[config.mk]
export PLATFORM = sky130hd
export DESIGN_NAME = risc16ba_cpu
export DESIGN_NICKNAME = d
export VERILOG_FILES = /design/src/rtl/risc16ba_pkg.sv /design/src/rtl/risc16ba_reg_file.sv /design/src/rtl/risc16ba_cpu.sv
export SDC_FILE = /design/constraint.sdc
export NUM_CORES = 1
export LEC_CHECK = 0
export CAP_MARGIN = 5
export CORE_MARGIN = 2
export CORE_UTILIZATION = 60
export CTS_CLUSTER_DIAMETER = 60
export DETAILED_ROUTE_END_ITERATION = 12
export PLACE_DENSITY = 0.87
export SETUP_SLACK_MARGIN = 0.02
export SKIP_LAST_GASP = 1
export SLEW_MARGIN = 30
export SYNTH_ARGS = -nofsm -noshare
export SYNTH_HDL_FRONTEND = slang
export SYNTH_SLANG_ARGS = --single-unit
[constraint.sdc]
create_clock -name clk -period 5.2 [get_ports clk]
set_input_delay 0.52 -clock clk [delete_from_list [all_inputs] [get_ports clk]]
set_output_delay 0.52 -clock clk [all_outputs]
set_load 0.01 [all_outputs]
[src/rtl/risc16ba_pkg.sv]
// Shared encodings and pipeline control types for the risc16ba core.
package risc16ba_pkg;

  localparam logic [15:0] NOP_WORD = 16'h0000;

  localparam logic [4:0] OP_R    = 5'b00000;
  localparam logic [4:0] OP_ADDI = 5'b00100;
  localparam logic [4:0] OP_ANDI = 5'b00101;
  localparam logic [4:0] OP_ORI  = 5'b00110;
  localparam logic [4:0] OP_LLI  = 5'b01000;
  localparam logic [4:0] OP_LUI  = 5'b01001;
  localparam logic [4:0] OP_BEQZ = 5'b10000;
  localparam logic [4:0] OP_BNEZ = 5'b10001;
  localparam logic [4:0] OP_BMI  = 5'b10010;
  localparam logic [4:0] OP_BPL  = 5'b10011;
  localparam logic [4:0] OP_J    = 5'b11000;
  localparam logic [4:0] OP_HLT  = 5'b11111;

  localparam logic [4:0] FN_MV  = 5'b00001;
  localparam logic [4:0] FN_NOT = 5'b00010;
  localparam logic [4:0] FN_XOR = 5'b00011;
  localparam logic [4:0] FN_ADD = 5'b00100;
  localparam logic [4:0] FN_SUB = 5'b00101;
  localparam logic [4:0] FN_SL  = 5'b01000;
  localparam logic [4:0] FN_SR  = 5'b01001;
  localparam logic [4:0] FN_AND = 5'b01010;
  localparam logic [4:0] FN_OR  = 5'b01011;
  localparam logic [4:0] FN_MUL = 5'b01100;
  localparam logic [4:0] FN_ST  = 5'b10000;
  localparam logic [4:0] FN_LD  = 5'b10001;
  localparam logic [4:0] FN_SBU = 5'b10010;
  localparam logic [4:0] FN_LBU = 5'b10011;

  typedef enum logic [1:0] {ST_FILL = 2'd0, ST_RUN = 2'd1, ST_HALT = 2'd2} state0_t;

  typedef enum logic [3:0] {
    ALU_NOP = 4'd0, ALU_MV = 4'd1, ALU_NOT = 4'd2, ALU_XOR = 4'd3, ALU_ADD = 4'd4,
    ALU_SUB = 4'd5, ALU_SL = 4'd6, ALU_SR = 4'd7, ALU_AND = 4'd8, ALU_OR = 4'd9, ALU_MUL = 4'd10
  } alu_op_t;

  typedef enum logic [2:0] {
    MEM_NONE = 3'd0, MEM_ST = 3'd1, MEM_LD = 3'd2, MEM_SB = 3'd3, MEM_LB = 3'd4
  } mem_op_t;

  typedef enum logic [2:0] {
    BR_NONE = 3'd0, BR_EQZ = 3'd1, BR_NEZ = 3'd2, BR_MI = 3'd3, BR_PL = 3'd4, BR_J = 3'd5
  } br_op_t;

  typedef struct packed {
    alu_op_t    alu;
    mem_op_t    mem;
    br_op_t     br;
    logic       hlt;
    logic       use_imm;
    logic       we;
    logic [2:0] rd;
  } ctl_t;

  localparam ctl_t CTL_NOP = '{alu: ALU_NOP, mem: MEM_NONE, br: BR_NONE, hlt: 1'b0,
                               use_imm: 1'b0, we: 1'b0, rd: 3'd0};

  function automatic logic [15:0] sext8(input logic [7:0] v);
    return {{8{v[7]}}, v};
  endfunction

endpackage

[src/rtl/risc16ba_reg_file.sv]
// 8x16 register file: two asynchronous read ports, one synchronous write port.
module risc16ba_reg_file
  import risc16ba_pkg::*;
(
  input  logic        clk,
  input  logic        rst,
  input  logic        we,
  input  logic [2:0]  waddr,
  input  logic [15:0] wdata,
  input  logic [2:0]  raddr1,
  input  logic [2:0]  raddr2,
  output logic [15:0] rdata1,
  output logic [15:0] rdata2
);

  logic [15:0] regs [8];

  always_ff @(posedge clk) begin
    if (rst) begin
      for (int i = 0; i < 8; i++) regs[i] <= 16'h0000;
    end else if (we) begin
      regs[waddr] <= wdata;
    end
  end

  assign rdata1 = regs[raddr1];
  assign rdata2 = regs[raddr2];

endmodule

[src/rtl/risc16ba_cpu.sv]
// risc16ba_cpu: 3-stage (IF/RF/EX) 16-bit RISC core with separate instruction and data buses.
// Define RISC16BA_MUL_EN to enable the single-cycle mul instruction (R fn 01100).
module risc16ba_cpu
  import risc16ba_pkg::*;
#(
  parameter logic [15:0] RESET_PC = 16'h0000
) (
  input  logic        clk,
  input  logic        rst,
  input  logic [15:0] idin,
  output logic [15:0] iaddr,
  output logic        ioe,
  input  logic [15:0] ddin,
  output logic [15:0] ddout,
  output logic [15:0] daddr,
  output logic        doe,
  output logic        dwe0,
  output logic        dwe1
);

  state0_t     state0, state_nxt;
  logic        finish, active, ex_wr, taken;
  logic [15:0] if_pc, if_ir, if_ipc;
  ctl_t        dec, ex_ctl;
  logic [15:0] dec_imm, rdata1, rdata2, fwd1, fwd2;
  logic [15:0] ex_pc, rf_treg1, rf_treg2, rf_imm;
  logic [15:0] opb, alu_out, mem_addr, load_data, ex_result, target;

  assign finish = (state0 == ST_HALT);
  assign active = !rst && !finish;
  assign ex_wr  = active && ex_ctl.we;
  assign iaddr  = if_pc;
  assign ioe    = active;

  always_ff @(posedge clk) begin
    if (rst) state0 <= ST_FILL;
    else     state0 <= state_nxt;
  end

  always_comb begin
    state_nxt = state0;
    case (state0)
      ST_FILL: state_nxt = ST_RUN;
      ST_RUN:  state_nxt = ex_ctl.hlt ? ST_HALT : ST_RUN;
      ST_HALT: state_nxt = ST_HALT;
      default: state_nxt = ST_FILL;
    endcase
  end

  always_comb begin
    dec         = CTL_NOP;
    dec_imm     = 16'h0000;
    dec.rd      = if_ir[10:8];
    case (if_ir[15:11])
      OP_R: begin
        dec.we = 1'b1;
        case (if_ir[4:0])
          FN_MV:  dec.alu = ALU_MV;
          FN_NOT: dec.alu = ALU_NOT;
          FN_XOR: dec.alu = ALU_XOR;
          FN_ADD: dec.alu = ALU_ADD;
          FN_SUB: dec.alu = ALU_SUB;
          FN_SL:  dec.alu = ALU_SL;
          FN_SR:  dec.alu = ALU_SR;
          FN_AND: dec.alu = ALU_AND;
          FN_OR:  dec.alu = ALU_OR;
`ifdef RISC16BA_MUL_EN
          FN_MUL: dec.alu = ALU_MUL;
`endif
          FN_ST:  begin dec.mem = MEM_ST; dec.we = 1'b0; end
          FN_LD:  dec.mem = MEM_LD;
          FN_SBU: begin dec.mem = MEM_SB; dec.we = 1'b0; end
          FN_LBU: dec.mem = MEM_LB;
          default: dec.we = 1'b0;
        endcase
      end
      OP_ADDI: begin dec.alu = ALU_ADD; dec.we = 1'b1; dec.use_imm = 1'b1; dec_imm = sext8(if_ir[7:0]); end
      OP_ANDI: begin dec.alu = ALU_AND; dec.we = 1'b1; dec.use_imm = 1'b1; dec_imm = {8'h00, if_ir[7:0]}; end
      OP_ORI:  begin dec.alu = ALU_OR;  dec.we = 1'b1; dec.use_imm = 1'b1; dec_imm = {8'h00, if_ir[7:0]}; end
      OP_LLI:  begin dec.alu = ALU_MV;  dec.we = 1'b1; dec.use_imm = 1'b1; dec_imm = {8'h00, if_ir[7:0]}; end
      OP_LUI:  begin dec.alu = ALU_MV;  dec.we = 1'b1; dec.use_imm = 1'b1; dec_imm = {if_ir[7:0], 8'h00}; end
      OP_BEQZ: begin dec.br = BR_EQZ; dec_imm = sext8(if_ir[7:0]); end
      OP_BNEZ: begin dec.br = BR_NEZ; dec_imm = sext8(if_ir[7:0]); end
      OP_BMI:  begin dec.br = BR_MI;  dec_imm = sext8(if_ir[7:0]); end
      OP_BPL:  begin dec.br = BR_PL;  dec_imm = sext8(if_ir[7:0]); end
      OP_J:    begin dec.br = BR_J;   dec_imm = {{5{if_ir[10]}}, if_ir[10:0]}; end
      OP_HLT:  dec.hlt = 1'b1;
      default: dec = CTL_NOP;
    endcase
  end

  risc16ba_reg_file u_reg_file (
    .clk    (clk),
    .rst    (rst),
    .we     (ex_wr),
    .waddr  (ex_ctl.rd),
    .wdata  (ex_result),
    .raddr1 (if_ir[10:8]),
    .raddr2 (if_ir[7:5]),
    .rdata1 (rdata1),
    .rdata2 (rdata2)
  );

  // The instruction in EX writes back on the same edge RF latches, so bypass it.
  assign fwd1 = (ex_wr && ex_ctl.rd == if_ir[10:8]) ? ex_result : rdata1;
  assign fwd2 = (ex_wr && ex_ctl.rd == if_ir[7:5])  ? ex_result : rdata2;

  always_comb begin
    opb     = ex_ctl.use_imm ? rf_imm : rf_treg2;
    alu_out = rf_treg1;
    case (ex_ctl.alu)
      ALU_MV:  alu_out = opb;
      ALU_NOT: alu_out = ~opb;
      ALU_XOR: alu_out = rf_treg1 ^ opb;
      ALU_ADD: alu_out = rf_treg1 + opb;
      ALU_SUB: alu_out = rf_treg1 - opb;
      ALU_SL:  alu_out = {opb[14:0], 1'b0};
      ALU_SR:  alu_out = {1'b0, opb[15:1]};
      ALU_AND: alu_out = rf_treg1 & opb;
      ALU_OR:  alu_out = rf_treg1 | opb;
`ifdef RISC16BA_MUL_EN
      ALU_MUL: alu_out = rf_treg1 * opb;
`endif
      default: alu_out = rf_treg1;
    endcase
    mem_addr = (ex_ctl.mem == MEM_ST || ex_ctl.mem == MEM_SB) ? rf_treg1 : rf_treg2;
    if (ex_ctl.mem == MEM_LB) load_data = mem_addr[0] ? {8'h00, ddin[7:0]} : {8'h00, ddin[15:8]};
    else                      load_data = ddin;
    ex_result = (ex_ctl.mem == MEM_LD || ex_ctl.mem == MEM_LB) ? load_data : alu_out;
    case (ex_ctl.br)
      BR_EQZ:  taken = (rf_treg1 == 16'h0000);
      BR_NEZ:  taken = (rf_treg1 != 16'h0000);
      BR_MI:   taken = rf_treg1[15];
      BR_PL:   taken = !rf_treg1[15];
      BR_J:    taken = 1'b1;
      default: taken = 1'b0;
    endcase
    taken  = taken && active;
    target = ex_pc + 16'd2 + rf_imm;
  end

  always_comb begin
    daddr = 16'h0000;
    ddout = 16'h0000;
    doe   = 1'b0;
    dwe0  = 1'b0;
    dwe1  = 1'b0;
    if (active) begin
      case (ex_ctl.mem)
        MEM_ST: begin daddr = mem_addr; ddout = rf_treg2; dwe0 = 1'b1; dwe1 = 1'b1; end
        MEM_LD: begin daddr = mem_addr; doe = 1'b1; end
        MEM_SB: begin
          daddr = mem_addr;
          ddout = {rf_treg2[7:0], rf_treg2[7:0]};
          dwe0  = !mem_addr[0];
          dwe1  = mem_addr[0];
        end
        MEM_LB: begin daddr = mem_addr; doe = 1'b1; end
        default: daddr = 16'h0000;
      endcase
    end else begin
      doe = 1'b0;
    end
  end

  // Pipeline advance; a taken branch squashes the two younger instructions.
  always_ff @(posedge clk) begin
    if (rst) begin
      if_pc    <= RESET_PC;
      if_ir    <= NOP_WORD;
      if_ipc   <= 16'h0000;
      ex_ctl   <= CTL_NOP;
      ex_pc    <= 16'h0000;
      rf_treg1 <= 16'h0000;
      rf_treg2 <= 16'h0000;
      rf_imm   <= 16'h0000;
    end else if (!finish) begin
      if (taken) begin
        if_pc  <= target;
        if_ir  <= NOP_WORD;
        ex_ctl <= CTL_NOP;
      end else begin
        if_pc    <= if_pc + 16'd2;
        if_ir    <= idin;
        if_ipc   <= if_pc;
        ex_ctl   <= dec;
        ex_pc    <= if_ipc;
        rf_treg1 <= fwd1;
        rf_treg2 <= fwd2;
        rf_imm   <= dec_imm;
      end
    end
  end

endmodule

==> flow_summary_export.csv <==
group,metric,value,unit
run_status,status,"completed",
setup_path,crit_arrival,3.94,ns
timing,finalCriticalPeriod,4.46,ns
timing,clock.fmax,224,MHz
timing,min_period_over_period,85.7,%
cells_and_area,final_cells,2168,
place,dp_hpwl,37400,um
cells_and_area,drive_above_1_share,13.3,%
floorplanning,die_w,171,um
setup_path,crit_type,"flip-flop to output port",
clock_tree,h-tree-depth,1,
synthesis,ys.flop_type,"dfxtp_1",
detailed_routing,post_drt_wl_per_cell,25.0,um
cells_and_area,final_cell_mix,"nand2_1, nor2_1, a21oi_1",
synthesis,synth_fp_nets,1862,
clock_tree,numCtsBuffers,27,
setup_path,r2r_start,"ex_ctl[15]",
power_and_ir_drop,powerDensity,295,nW/um2
place,io_buffers,85,
place,gp_congestion,1.05,
synthesis,synthCells,1748,
synthesis,avgSynthCellArea,9.63,um2
cells_and_area,final_nets,1888,
floorplanning,initial_core_util,60.8,%
synthesis,synth-seq-cells,258,
global_route,grt_pass1_wl,82400,um
global_route,grt_remaining_overflow,0,
clock_tree,ctsLongestPathBuffers,3,
global_route,grt_max_degree,53,
timing,hold_viol,0,
power_and_ir_drop,ir_drop,0.339,mV
clock_tree,cts_setup_buffers,0,
timing,setup_viol,0,
floorplanning,core_area,27700,um2
synthesis,synth_top_family_by_area,"compound AO/OA/AOI/OAI gates",
clock_tree,insertion_delay,0.55,ns
floorplanning,floorplan.rows,61,
synthesis,ys_warn_count,0,
timing,skew,0.0104,ns
synthesis,synth_compound_area_share,18.7,%
floorplanning,die_y,171,um
clock_tree,clk_pin_slew,0.06,ns
cells_and_area,area_growth,11.6,%
hold_path,min_path_cells,2,
setup_path,cp_slowest_cell,"dfxtp_1",
floorplanning,die_area,29400,um2
clock_tree,ctsHoldBuffers,0,
power_and_ir_drop,power_leakage,6.73,nW
floorplanning,pin_count,86,
cells_and_area,n_antenna_cell,0,
detailed_routing,dr.first_iter.drc_count,2283,
hold_path,min_from,"if_ipc[15]",
timing,fin_tns_setup,0,ns
clock_tree,cts_resized,0,
cells_and_area,final_common_cell,"nand2_1",
detailed_routing,wirelength,54200,um
detailed_routing,drt-pass1-iter-count,7,
timing,setup_ws,0.745,ns
setup_path,crit_family,"buffers and inverters",
setup_path,cpPeakStageDelay,0.80,ns
timing,tightestPinTransition,1.04,ns
detailed_routing,drc,0,
global_route,grt_usage,36.8,%
setup_path,reg2reg_slack,0.81,ns
clock_tree,cts_tree,"built",
synthesis,yosys.area_share.xor_xnor,1.87,%
detailed_routing,antenna_left,0,
synthesis,syn_area,16800,um2
clock_tree,cts.sink_count,258,
clock_tree,cts.root.buffer_cell,"clkbuf_16",
setup_path,cp-end-kind,"output port",
place,dp.cells,2123,
place,placed_area,17900,um2
synthesis,synth.distinct_cells,109,
synthesis,seq_area_frac_synth,38.3,%
timing,rsz0062_at_grt,"no",
place,place_worst_setup_slack,0.964,ns
synthesis,muxShareOfSynthArea,13.7,%
global_route,grt_antenna_before_repair,0,
setup_path,crit_required,4.68,ns
hold_path,min_to,"if_ipc[15]",
flow_run,maxCapViolCount,0,
timing,drv_slew,0,
detailed_routing,vias,15141,
synthesis,synthArstFlopShare,0,%
synthesis,yosys.area_share.simple,17.0,%
setup_path,path_cells,"xor2_1, and2_1, o21ai_1, buf_4, a21oi_1, clkdlybuf4s50_1",
cells_and_area,postLayoutCellArea,18800,um2
synthesis,synth-edff-count,128,
setup_path,r2r_cells,12,
setup_path,path_max_fanout,14,
timing,slew_headroom,30.3,%
hold_path,hp-class,"flip-flop to flip-flop",
synthesis,synthAdderAreaFrac,6.04,%
setup_path,crit_buf_inv,2,
setup_path,start_kind,"flip-flop",
setup_path,reg2reg_to,"u_reg_file.regs[1][11]",
global_route,grt_pass1_vias,14495,
setup_path,path_depth,6,
detailed_routing,avgViaCountPerCell,6.98,
cells_and_area,fin_util,67.8,%
per-stage QoR:
step	power [mW]	hold WS [ns]
final	5.55	0.458
after global routing	5.72	0.477
after CTS	5.49	0.457
after detailed placement	3.64	0.443
after global placement	3.60	0.438
after floorplan	3.26	0.429
registers in the layout, indices dropped and copies added, names as in the netlist:
| name | flops |
|---|---|
| iaddr | 16 |
| if_ipc | 16 |
| ex_pc | 16 |
| ex_ctl | 16 |
| if_ir | 16 |
| state0 | 2 |
| u_reg_file.regs | 128 |
| rf_treg2 | 16 |
| rf_treg1 | 16 |
| rf_imm | 16 |
routing by layer:
layer	track usage, %	vias to the layer above	share of wire, %	routed length (um)
li1	-	6543	-	-
met1	46.2	7205	35	19200
met2	58.6	1127	46	25000
met3	8.90	266	13	6810
met4	20.5	0	6.1	3290
met5	0	-	0	0
cell usage after synthesis, drive strengths merged, types with 14 or more instances:
library cell / number / area (um2)
nand2: 211 / 792
nor2: 211 / 802
a21oi: 140 / 727
dfxtp: 130 / 2600
edfxtp: 128 / 3840
o21ai: 90 / 469
clkbuf: 80 / 300
ha: 78 / 976
mux4: 64 / 1440
inv: 52 / 195
mux2i: 44 / 586
buf: 42 / 248
nor3: 41 / 210
a211oi: 30 / 243
nand3: 28 / 145
a22o: 25 / 219
mux2: 25 / 285
xnor2: 24 / 210
nor2b: 22 / 138
a31oi: 19 / 161
and2: 19 / 119
o211ai: 19 / 148
a22oi: 14 / 110
how the worst max path moves through the flow:
| stage | from | endpoint | slack (ns) |
|---|---|---|---|
| 5_1_grt | ex_ctl[15] | u_reg_file.regs[0][13] | 0.54 |
| 3_5_place_dp | ex_ctl[4] | u_reg_file.regs[4][14] | 0.96 |
| 3_3_place_gp | ex_ctl[4] | u_reg_file.regs[1][14] | 1.12 |
| 4_1_cts | ex_ctl[10] | daddr[5] | 0.88 |
| 2_1_floorplan | ex_ctl[4] | u_reg_file.regs[0][14] | 1.51 |
| 6_report | ex_ctl[10] | daddr[5] | 0.74 |
layout make-up:
class / instances / area [um2]
Fill cell: 2075 / 8930
Tap cell: 378 / 473
Multi-Input combinational cell: 1316 / 9700
Sequential cell: 258 / 6450
Inverter: 52 / 195
Timing Repair Buffer: 119 / 1110
Clock inverter: 16 / 144
Clock buffer: 29 / 704
power breakdown:
group	switching, mW	internal (mW)	leakage, nW	total [mW]
logic	0.782	0.502	3.93	1.28
registers	0.156	2.23	2.38	2.38
clock network	0.808	1.07	0.415	1.88
total	1.75	3.80	6.73	5.55
worst min-delay path: stages (launching register included):
cell	delay (ns)
dfxtp_1	0.31
nand2_1	0.05
a21oi_1	0.05
logic make-up (layout without fill, tap and decap cells):
group	Yosys count	after routing
AND/OR/NAND/NOR	616	616
AO/OA/AOI/OAI	451	451
flip-flops	258	258
buffers and inverters	174	216
multiplexers	133	133
adder cells (fa/ha/maj)	80	80
XOR/XNOR	36	36
No activity file was read; power rests on OpenSTA's default activity.
